===== config.mk =====
export PLATFORM = sky130hd
export DESIGN_NAME = mux2_rr_arbiter_flat
export DESIGN_NICKNAME = d
export VERILOG_FILES = /design/src/rtl/mux2_rr_arbiter_pkg.sv /design/src/rtl/mux2_rr_arbiter_if.sv /design/src/rtl/mux2_rr_arbiter_mux.sv /design/src/rtl/mux2_rr_arbiter.sv /design/src/flat_wrapper.sv
export SDC_FILE = /design/constraint.sdc
export NUM_CORES = 1
export LEC_CHECK = 0
export CAP_MARGIN = 20
export CORE_MARGIN = 10
export CORE_UTILIZATION = 40
export DETAILED_ROUTE_END_ITERATION = 6
export GPL_TIMING_DRIVEN = 0
export PLACE_DENSITY = 0.76
export SETUP_SLACK_MARGIN = 0.3
export SKIP_LAST_GASP = 1
export SLEW_MARGIN = 20
export SYNTH_ARGS = -nofsm -noshare
export SYNTH_HDL_FRONTEND = slang
export SYNTH_SLANG_ARGS = --single-unit

===== constraint.sdc =====
create_clock -name clk -period 1.3 [get_ports clk]
set_input_delay 0.26 -clock clk [delete_from_list [all_inputs] [get_ports clk]]
set_output_delay 0.26 -clock clk [all_outputs]
set_load 0.01 [all_outputs]

===== src/rtl/mux2_rr_arbiter_pkg.sv =====
// Shared definitions for the two-requester round-robin mux arbiter:
// state encoding and the hold-counter width helper.
package mux2_rr_arbiter_pkg;

   localparam logic [1:0] ST_IDLE = 2'd0;
   localparam logic [1:0] ST_G0   = 2'd1;
   localparam logic [1:0] ST_G1   = 2'd2;

   typedef enum logic [1:0] {
      IDLE = ST_IDLE,
      G0   = ST_G0,
      G1   = ST_G1
   } arb_state_t;

   // Bits needed to count 0..value-1; returns 0 for value<=1.
   function automatic int clog2(input int value);
      int width;
      int rem;
      width = 0;
      rem   = value - 1;
      while (rem > 0) begin
         width = width + 1;
         rem   = rem >> 1;
      end
      return width;
   endfunction

endpackage


===== src/rtl/mux2_rr_arbiter_if.sv =====
// Request/grant/data bundle between the two producers and the arbiter.
// master = producer side, slave = arbiter side.
interface mux2_rr_arbiter_if #(parameter int DATA_W = 8);

   logic              req0;
   logic              req1;
   logic [DATA_W-1:0] data0;
   logic [DATA_W-1:0] data1;
   logic              gnt0;
   logic              gnt1;
   logic              sel;
   logic              out_valid;
   logic [DATA_W-1:0] out_data;
   logic              busy;

   modport master (
      output req0, req1, data0, data1,
      input  gnt0, gnt1, sel, out_valid, out_data, busy
   );

   modport slave (
      input  req0, req1, data0, data1,
      output gnt0, gnt1, sel, out_valid, out_data, busy
   );

endinterface


===== src/rtl/mux2_rr_arbiter_mux.sv =====
// Single-bit 2:1 multiplexer cell: y = s ? b : a.
module mux2_rr_arbiter_mux (
   input  logic a,
   input  logic b,
   input  logic s,
   output logic y
);

   assign y = s ? b : a;

endmodule


===== src/rtl/mux2_rr_arbiter.sv =====
// Round-robin arbiter sharing one 2:1 mux between two requesters, with bounded
// grant tenure under contention and a registered, valid-flagged output sample.
module mux2_rr_arbiter
   import mux2_rr_arbiter_pkg::*;
#(
   parameter int DATA_W   = 8,
   parameter int MAX_HOLD = 4
) (
   input logic              clk,
   input logic              rst_n,
   mux2_rr_arbiter_if.slave bus
);

   localparam int HOLD_W = (clog2(MAX_HOLD) < 1) ? 1 : clog2(MAX_HOLD);
   localparam logic [HOLD_W-1:0] HOLD_LAST = HOLD_W'(MAX_HOLD - 1);

   arb_state_t        state;
   arb_state_t        next_state;
   logic              last;
   logic [HOLD_W-1:0] hold_cnt;
   logic              gnt0_q;
   logic              gnt1_q;
   logic              busy;
   logic              valid_q;
   logic [DATA_W-1:0] data_q;
   logic [DATA_W-1:0] mux_y;

   // last=1 means requester 1 was served most recently, so requester 0 wins a tie.
   always_comb begin
      next_state = state;
      case (state)
         IDLE: begin
            if (bus.req0 && bus.req1) next_state = last ? G0 : G1;
            else if (bus.req0)        next_state = G0;
            else if (bus.req1)        next_state = G1;
         end
         G0: begin
            if (!bus.req0)                                next_state = bus.req1 ? G1 : IDLE;
            else if (bus.req1 && (hold_cnt == HOLD_LAST)) next_state = G1;
         end
         G1: begin
            if (!bus.req1)                                next_state = bus.req0 ? G0 : IDLE;
            else if (bus.req0 && (hold_cnt == HOLD_LAST)) next_state = G0;
         end
         default: next_state = IDLE;
      endcase
   end

   // Grants are registered copies of the next state, so they never depend combinationally on req.
   always_ff @(posedge clk or negedge rst_n) begin
      if (!rst_n) begin
         state    <= IDLE;
         last     <= 1'b1;
         hold_cnt <= '0;
         gnt0_q   <= 1'b0;
         gnt1_q   <= 1'b0;
      end else begin
         state  <= next_state;
         gnt0_q <= (next_state == G0);
         gnt1_q <= (next_state == G1);
         if ((state != IDLE) && (next_state != state)) begin
            last <= (state == G1);
         end
         if (next_state != state) begin
            hold_cnt <= '0;
         end else if ((state != IDLE) && (hold_cnt != HOLD_LAST)) begin
            hold_cnt <= hold_cnt + HOLD_W'(1);
         end
      end
   end

   assign busy = gnt0_q | gnt1_q;

   for (genvar i = 0; i < DATA_W; i++) begin : g_mux
      mux2_rr_arbiter_mux u_mux (
         .a (bus.data0[i]),
         .b (bus.data1[i]),
         .s (gnt1_q),
         .y (mux_y[i])
      );
   end

   // out_data keeps the last granted sample while idle.
   always_ff @(posedge clk or negedge rst_n) begin
      if (!rst_n) begin
         valid_q <= 1'b0;
         data_q  <= '0;
      end else begin
         valid_q <= busy;
         if (busy) begin
            data_q <= mux_y;
         end
      end
   end

   assign bus.gnt0      = gnt0_q;
   assign bus.gnt1      = gnt1_q;
   assign bus.sel       = gnt1_q;
   assign bus.busy      = busy;
   assign bus.out_valid = valid_q;
   assign bus.out_data  = data_q;

endmodule

===== src/flat_wrapper.sv =====
// flat-port wrapper written by rule: the top's interface ports become plain ports
module mux2_rr_arbiter_flat import mux2_rr_arbiter_pkg::*;
#(
   parameter int DATA_W   = 8,
   parameter int MAX_HOLD = 4
)
  (clk, rst_n, bus_req0, bus_req1, bus_data0, bus_data1, bus_gnt0, bus_gnt1, bus_sel, bus_out_valid, bus_out_data, bus_busy);
  mux2_rr_arbiter_if #(.DATA_W(DATA_W)) bus_i ();
  input logic clk;
  input logic rst_n;
  input wire logic [$bits(bus_i.req0)-1:0] bus_req0;
  input wire logic [$bits(bus_i.req1)-1:0] bus_req1;
  input wire logic [$bits(bus_i.data0)-1:0] bus_data0;
  input wire logic [$bits(bus_i.data1)-1:0] bus_data1;
  output wire logic [$bits(bus_i.gnt0)-1:0] bus_gnt0;
  output wire logic [$bits(bus_i.gnt1)-1:0] bus_gnt1;
  output wire logic [$bits(bus_i.sel)-1:0] bus_sel;
  output wire logic [$bits(bus_i.out_valid)-1:0] bus_out_valid;
  output wire logic [$bits(bus_i.out_data)-1:0] bus_out_data;
  output wire logic [$bits(bus_i.busy)-1:0] bus_busy;
  assign bus_i.req0 = bus_req0;
  assign bus_i.req1 = bus_req1;
  assign bus_i.data0 = bus_data0;
  assign bus_i.data1 = bus_data1;
  assign bus_gnt0 = bus_i.gnt0;
  assign bus_gnt1 = bus_i.gnt1;
  assign bus_sel = bus_i.sel;
  assign bus_out_valid = bus_i.out_valid;
  assign bus_out_data = bus_i.out_data;
  assign bus_busy = bus_i.busy;
  mux2_rr_arbiter #(.DATA_W(DATA_W), .MAX_HOLD(MAX_HOLD)) u_core (.clk(clk), .rst_n(rst_n), .bus(bus_i));
endmodule

==> run summary, run 1 <==
Destination of the critical timing path: bus_busy. After synthesis, the cell types taking the most area are sky130_fd_sc_hd__dfrtp_1 49%, sky130_fd_sc_hd__mux2i_1 12%, sky130_fd_sc_hd__o21ai_0 6.5%. The number of placement rows was 15. The worst register-to-register path begins at u_core.hold_cnt[0].

The count of antenna-violating nets left after detailed routing is 0, and the setup slack on the worst flop-to-flop path is 100 ps. The number of buffers added on ports works out to 32. The kind of path behind the tightest hold check was input pin to async pin. For this design the total switching power over the nets is 0.6825 mW.

The repair_antennas step left the layout with diodes totalling 0. The worst register-to-register path ends at u_core.hold_cnt[1]. Per report_power, the combinational group accounts for 46.5% of the total. The run gives 3.401 mm as the first-pass GRT wire length. Averaged over all synthesized cells, the footprint is 10.35 um2.

In this run the tightest slew margin relative to its limit is 51.42%. TritonCTS built the clock tree. The static leakage is 0.6083 nW. The final weighted congestion in routability-driven placement is 0.6719, and the layout cell share with drive strength beyond 1 is 41.53%.

The tools report the number of max-slew violations in the final report as 0. The summed instance area of the synthesized netlist is 765.7 um2. The post-detailed-route DRC marker count was 0. On the critical path, the stage with the largest delay is an instance of sky130_fd_sc_hd__dfrtp_1. The area inside the core boundary is 0.001764 mm2. Startpoint kind of the worst setup timing path: a register. The tools report the maximum clock skew at final layout as 1.260 ps. Sequential elements use 52.45% of the synthesized area.

Counting both buffers and inverters, the worst setup path holds a total of 2. Sequential cells account for 37.5% of the total power. At the pin with the least slew margin, the transition time is 727.4 ps. The die covers 0.004065 mm2. In the layout the commonest cells are 16 x sky130_fd_sc_hd__buf_6, 16 x sky130_fd_sc_hd__clkdlybuf4s50_1, 14 x sky130_fd_sc_hd__dfrtp_1. The die width is 63.76 um, and the final net count is 140. Hold repair after CTS inserted 0 buffers. The post-synth net total is 95, and the CTS buffer count is 3. The routed wire length is 2.152 mm, and the delay of the slowest cell on the worst path is 400 ps. Of the available clock period, the critical path in the final layout requires 108.7%.

The share of the synthesized area in the top cell type is 49.02%. The register clock-pin slew on the reported worst setup and hold paths came out at 100 ps. Timing analysis after detailed placement gives a worst setup slack of -246.5 ps.

The critical path data required time came out at 1040 ps. Kind of end point of the critical path: an output pin. The HPWL after detailed placement is 1.531 mm. The average via count per standard cell came out at 4.930. The routed layout has 705 vias.

Summed over all instances, the cell type with the most area after synthesis is sky130_fd_sc_hd__dfrtp_1. The internal power of the cells totals 1.361 mW. Compared with the post-synthesis result, the final layout area differs by 74.84%. The number of cells on the critical path works out to 3. The initial antenna violation count was 0. The logs give 3 for the length of the first detailed-routing pass in iterations and -113.2 ps for the worst path setup slack after routing.

Clock latency on the worst-skew pair, taken at its later pin, is 280 ps. The number of global-route vias before repair is 690, and the upper clock frequency limit is 707.6 MHz. The total power divided by cell area was 1527 mW/mm2; the overall power consumption was 2.044 mW. The mean routed wirelength per cell was 15.05 um; the number of I/O pins was 33. On the critical path the largest part of the delay comes from flip-flops.

The hold violation count in the final report was 0. In this run, the clock network consumes 16.0% of the power. The switching part of the total power works out to 33.40%.

In this run, the number of DRC markers left after iteration 0 of detailed routing was 10. Traced cell by cell, the critical path runs through buf_6, or2_4, buf_6. The run finished, with violations left.

The worst register-to-register path has a depth of 4. The maximum number of pins on one net before global-route repair is 17. Along the worst path, the maximum fanout reaches 2.

The flop and latch count out of synthesis is 16, and the sum of overflow across all layers after global routing is 0. The tools report the max-capacitance violation count as 0. The number of H-tree levels was 1. The checks that failed: negative setup slack. Synthesis produced a netlist whose cell count is 74. The critical path class was register to output pin. For this run, the total global-route usage over all layers was measured as 10.43%. Setup repair after global routing could not meet its margin everywhere. For this design, the sink count on the clock tree is 16. The floorplan step set the die height to 63.76 um.

CTS root buffer: sky130_fd_sc_hd__clkbuf_4. The worst path in the final design needs a cycle of 1413 ps, including I/O delays and setup. For the arrival time of data at the critical path endpoint, the log shows 1150 ps.

The launch point of the worst path was u_core.bus.gnt0. The tools report the final count of negative-setup-slack endpoints as 3. Yosys mapped the design onto 24 distinct sky130hd cell types. Counting along the longest clock path gives a buffer depth of 2. For this configuration, the core starts out at a cell density of 43.40%.

In this design, the critical path's most frequently occurring cell is sky130_fd_sc_hd__buf_6. The logs give 0 for the count of synthesis-stage warnings from yosys and 966.4 uV for the maximum VDD drop.
-- kinds of logic (layout without fill, tap and decap cells) --
family                   after synthesis  after routing  share of synthesized area [%]
multiplexers                           9              9                          11.77
XOR/XNOR                               1              1                          1.144
AND/OR/NAND/NOR                       16             16                          8.986
flip-flops                            16             16                          52.45
buffers and inverters                  8             52                          4.901
adder cells (fa/ha/maj)                1              1                          1.634
AO/OA/AOI/OAI                         23             23                          19.12
-- synth_stat cells --
cell type / instances
sky130_fd_sc_hd__a21bo_1: 1
sky130_fd_sc_hd__a21o_1: 1
sky130_fd_sc_hd__a21oi_1: 5
sky130_fd_sc_hd__a22oi_1: 1
sky130_fd_sc_hd__a311oi_1: 1
sky130_fd_sc_hd__buf_2: 2
sky130_fd_sc_hd__buf_4: 1
sky130_fd_sc_hd__clkbuf_1: 1
sky130_fd_sc_hd__clkbuf_2: 1
sky130_fd_sc_hd__dfrtp_1: 15
sky130_fd_sc_hd__dfstp_2: 1
sky130_fd_sc_hd__ha_1: 1
sky130_fd_sc_hd__inv_1: 3
sky130_fd_sc_hd__mux2i_1: 9
sky130_fd_sc_hd__nand2_1: 9
sky130_fd_sc_hd__nand3_1: 1
sky130_fd_sc_hd__nor2_1: 1
sky130_fd_sc_hd__nor3_1: 4
sky130_fd_sc_hd__o21a_1: 1
sky130_fd_sc_hd__o21ai_0: 10
sky130_fd_sc_hd__o21bai_1: 1
sky130_fd_sc_hd__o221a_2: 2
sky130_fd_sc_hd__or2_2: 1
sky130_fd_sc_hd__xor2_1: 1
-- metal layers --
layer  up-vias  track usage [%]  wire length (um)
met5         -                0                 0
met4         0            4.918                13
met3         2            3.484               131
met2        23            15.33               978
met1       331            13.41              1028
li1        349                -                 -
-- what timing repair did --
item                                   4_1_cts  5_1_grt
resized for setup                           68       29
pin swaps                                    3        9
buffers inserted                             5        3
endpoints found under the hold margin        0        0
setup endpoints to repair                   28       29
cloned                                       0        0
-- power by group through the flow --
stage | sequential (mW) | combinational (mW) | clock (mW)
finish | 0.766 | 0.950 | 0.327
global route | 0.788 | 1.03 | 0.358
CTS | 0.749 | 0.823 | 0.336
detailed placement | 0.759 | 0.775 | 0
global placement | 0.754 | 0.756 | 0
floorplan | 0.797 | 0.364 | 0
-- registers in the layout (all words and copies together), names as in the netlist --
signal,count
u_core.bus.out_valid,1
u_core.bus.gnt0,1
u_core.bus.gnt1,1
u_core.bus.out_data,8
u_core.state,2
u_core.last,1
u_core.hold_cnt,2
-- layout make-up --
type,instances,area [um2]
plain buffers,5,50.05
clock buffers,4,36.28
fillers,132,425.4
inverters,3,11.26
multi-input cells,50,411.6
flip-flops and latches,16,402.9
well taps,25,31.28
repair buffers,40,395.4
-- worst min path at each step --
stage	from	end	slack, ps
6_report	rst_n	u_core.bus.out_data[6]	10
5_1_grt	rst_n	u_core.state[1]	50
4_1_cts	rst_n	u_core.bus.out_data[1]	420
3_5_place_dp	u_core.last	u_core.last	510
3_3_place_gp	u_core.last	u_core.last	510
2_1_floorplan	rst_n	u_core.bus.gnt0	-40
-- worst register-to-register path: cells and delay by family, from the launching register on --
family,cells,cell delay [ps]
AND/OR/NAND/NOR,1,100
AO/OA/AOI/OAI,2,410
adder cells (fa/ha/maj),1,210
flip-flops,1,420
-- through the flow --
| stage | setup TNS (ps) | hold slack, ps | std cells | utilization [%] | area, um2 |
|---|---|---|---|---|---|
| 6_report | -189.2 | 13.64 | 143 | 75.89 | 1339 |
| 5_1_grt | -348.1 | 50.95 | 143 | 75.89 | 1339 |
| 4_1_cts | -185.3 | 418.7 | 140 | 69.86 | 1232 |
| 3_5_place_dp | -1240 | 514.4 | 131 | 65.18 | 1150 |
| 3_3_place_gp | -1016 | 507.1 | 131 | 65.18 | 1150 |
| 2_1_floorplan | 0 | -35.59 | 74 | - | 798.3 |
No activity file was read; power rests on OpenSTA's default activity.
==> run 2, diff against run 1 <==
==> constraint.sdc (replaced) <==
create_clock -name clk -period 1.3 [get_ports clk]
set_input_delay 0.195 -clock clk [delete_from_list [all_inputs] [get_ports clk]]
set_output_delay 0.195 -clock clk [all_outputs]
set_load 0.01 [all_outputs]
==> run 2 against run 1 <==
Against the previous run: the flow still finishes with violations (negative setup slack); count of clock-buffer cells in the layout unchanged; largest cell class unchanged; first-iteration DRC count increased by 140%; clock skew increased by 8.4 ps; maximum frequency increased by 5.9%; utilization increased by 1.6 points; cell count increased by 3.5%; critical endpoint unchanged; die area unchanged; wire length increased by 14%; setup slack improved by 79 ps; critical path type unchanged.
==> run summary, run 2 (synthesis results as in run 1) <==
The congestion estimate from routability-driven global placement came to 0.7075. The violation count after the first detailed-routing iteration was 24; the total power divided by cell area was 1524 mW/mm2. The later pin in the worst-skew pair is clocked with a latency of 280 ps. During placement, the flow inserted port buffers numbering 32. Global routing finished with a remaining overflow of 0. The total area inside the core boundary comes to 0.001764 mm2. The first detailed-routing pass took 5 iterations.

The net count of the finished layout is 145. The kind of path behind the tightest hold check is input pin to async pin. The estimated wirelength of the detail-placed design is 1.630 mm, and the upper clock frequency limit is 749.6 MHz.

The critical path's slowest cell was sky130_fd_sc_hd__dfrtp_1. The worst setup path is captured at an output pin. Initial antenna violation count: 0.

The routed wire length came out at 2.445 mm. The checks that failed: negative setup slack. The number of max-slew violations in the final report is 0. The launch point of the worst path was u_core.bus.gnt0. In this run the worst path has a maximum fanout of 2.

The first global-routing pass estimated 3.788 mm of wire. The hold buffer count at CTS is 0, and the total area of sequential cells is 402.9 um2. The depth of the worst register-to-register path works out to 4. At the pin with the least slew margin, the transition time is 734.8 ps. The signal on the critical path passes through buf_6, or2_4, buf_6. From bottom edge to top edge, the die measures 63.76 um. The mean routed wirelength per cell is 16.52 um, and the post-route non-filler standard cell count is 148.

For this run, the slowest stage of the critical path takes 400 ps. The register clock-pin slew on the reported worst setup and hold paths is 100 ps. The initial utilization of the core area, before any placement, comes to 43.40%. For met2 alone, demand over resource in global routing was 18.72%.

Dividing the detail-routed via count by the number of cells gives 5.108. The number of H-tree levels came out at 1. The die width is 63.76 um.

For the number of I/O pins, the log shows 33. The arrival time of data at the critical path endpoint is 1140 ps, and the clock tree buffer depth is 2. The max-capacitance violation count is 0, and the number of antenna diodes is 0. The logs give 0 for the count of antenna-violating nets left after detailed routing and 0.004065 mm2 for the area of the die. Across the routed clock network, the largest skew measured is 9.631 ps. The final count of negative-setup-slack endpoints was 1; the area of combinational cells with multiple inputs was 412.9 um2. The layout cell share with drive strength beyond 1 was 43.90%. Clock tree synthesis found a total of 16 sinks. Clock tree synthesis selected as its root buffer the cell sky130_fd_sc_hd__clkbuf_4. The sum of negative setup slack is -33.99 ps.

Setup repair after global routing could not meet its margin everywhere. In this run the static leakage power is 0.6118 nW. The post-route fraction of the period consumed by the critical path is 102.6%.

The most repeated library cell on the critical path was sky130_fd_sc_hd__buf_6. Global routing used 11.36% of the available tracks across all layers. Global routing used 3.484% of the available met3 tracks. The via count is 756.

After filler insertion, the fill cell instance count of the layout stands at 124. Leading cell type in the layout, fill and taps excluded: sky130_fd_sc_hd__clkdlybuf4s50_1. Global routing consumed, on the met1 layer, 13.61% of the routing resources. The area growth from synthesis to final layout was 78.59%. Hold timing on the final database bottoms out at a slack of 341.8 ps. The tools report the CTS buffer count as 3. The worst path setup slack after routing was -33.99 ps. The worst register-to-register path begins at u_core.hold_cnt[0]. The flow ran to the end, but the final reports show violations. The register with the most flip-flops in the layout has 8 of them.

The tools report the startpoint kind of the worst setup timing path as a register. The maximum VDD drop was 948.4 uV; the post-detailed-route DRC marker count was 0. The busiest layer in global routing is met2. STA puts the critical path data required time at 1110 ps. The number of global-route vias before repair was 767; the hold violation count in the final report was 0. The top cell types in the final layout, fill and taps aside, are 18 x sky130_fd_sc_hd__clkdlybuf4s50_1, 15 x sky130_fd_sc_hd__buf_6, 14 x sky130_fd_sc_hd__dfrtp_1. Critical path class: register to output pin. The run gives 2.084 mW as the overall power consumption. The maximum number of pins on one net before global-route repair is 17, and the number of placement rows is 15. TritonCTS built the clock tree. The worst path in the final design needs a cycle of 1334 ps, including I/O delays and setup. After detailed placement, the design holds a cell count of 131. The tools report the worst slew margin relative to its limit as 50.86%.
[run 2: worst paths after layout]
kind / endpoint / slack, ps
hold / removal: u_core.bus.out_data[6] / 340
setup / recovery: bus_busy / -30
hold reg to reg: u_core.last / 520
setup reg to reg: u_core.hold_cnt[0] / 100
min in group clk: u_core.state[1] / 460
max in group asynchronous: u_core.bus.gnt1 / 440
[run 2: repair_timing]
| action | in CTS | in global routing |
|---|---|---|
| gates resized for setup | 76 | 24 |
| gates cloned | 0 | 0 |
| buffers inserted | 5 | 8 |
| setup endpoints to repair | 28 | 28 |
| pin swaps | 7 | 6 |
[run 2: area by class of cell]
class,count,share of cell area [%]
plain buffers,5,3.294
clock buffers,4,1.921
inverters,3,0.8234
multi-input cells,50,30.19
flip-flops and latches,16,29.46
well taps,25,2.287
repair buffers,45,32.02
[run 2: metrics by stage]
stage | utilization [%] | instance area, um2 | setup WS, ps
finish | 77.52 | 1368 | -33.99
global route | 77.52 | 1368 | -82.04
CTS | 69.57 | 1227 | -33.75
detailed placement | 65.18 | 1150 | -190.8
global placement | 65.18 | 1150 | -144.7
floorplan | - | 798.3 | 194.3
[run 2: power breakdown]
part	internal [mW]	total (mW)	switching, mW
registers	0.654	0.769	0.115
clock network	0.119	0.268	0.149
logic	0.602	1.05	0.445
[run 2: worst max-delay path: cells and delay by family (launching register included)]
family                 cells  cell delay, ps
buffers and inverters      2             250
flip-flops                 1             400
AND/OR/NAND/NOR            1             220
[run 2: metal layers]
| layer | share of wire [%] | up-vias | wire, um |
|---|---|---|---|
| li1 | - | 359 | - |
| met1 | 44 | 361 | 1072 |
| met2 | 50 | 34 | 1227 |
| met3 | 5.4 | 2 | 133 |
| met4 | 0.45 | 0 | 11 |
| met5 | 0 | - | 0 |
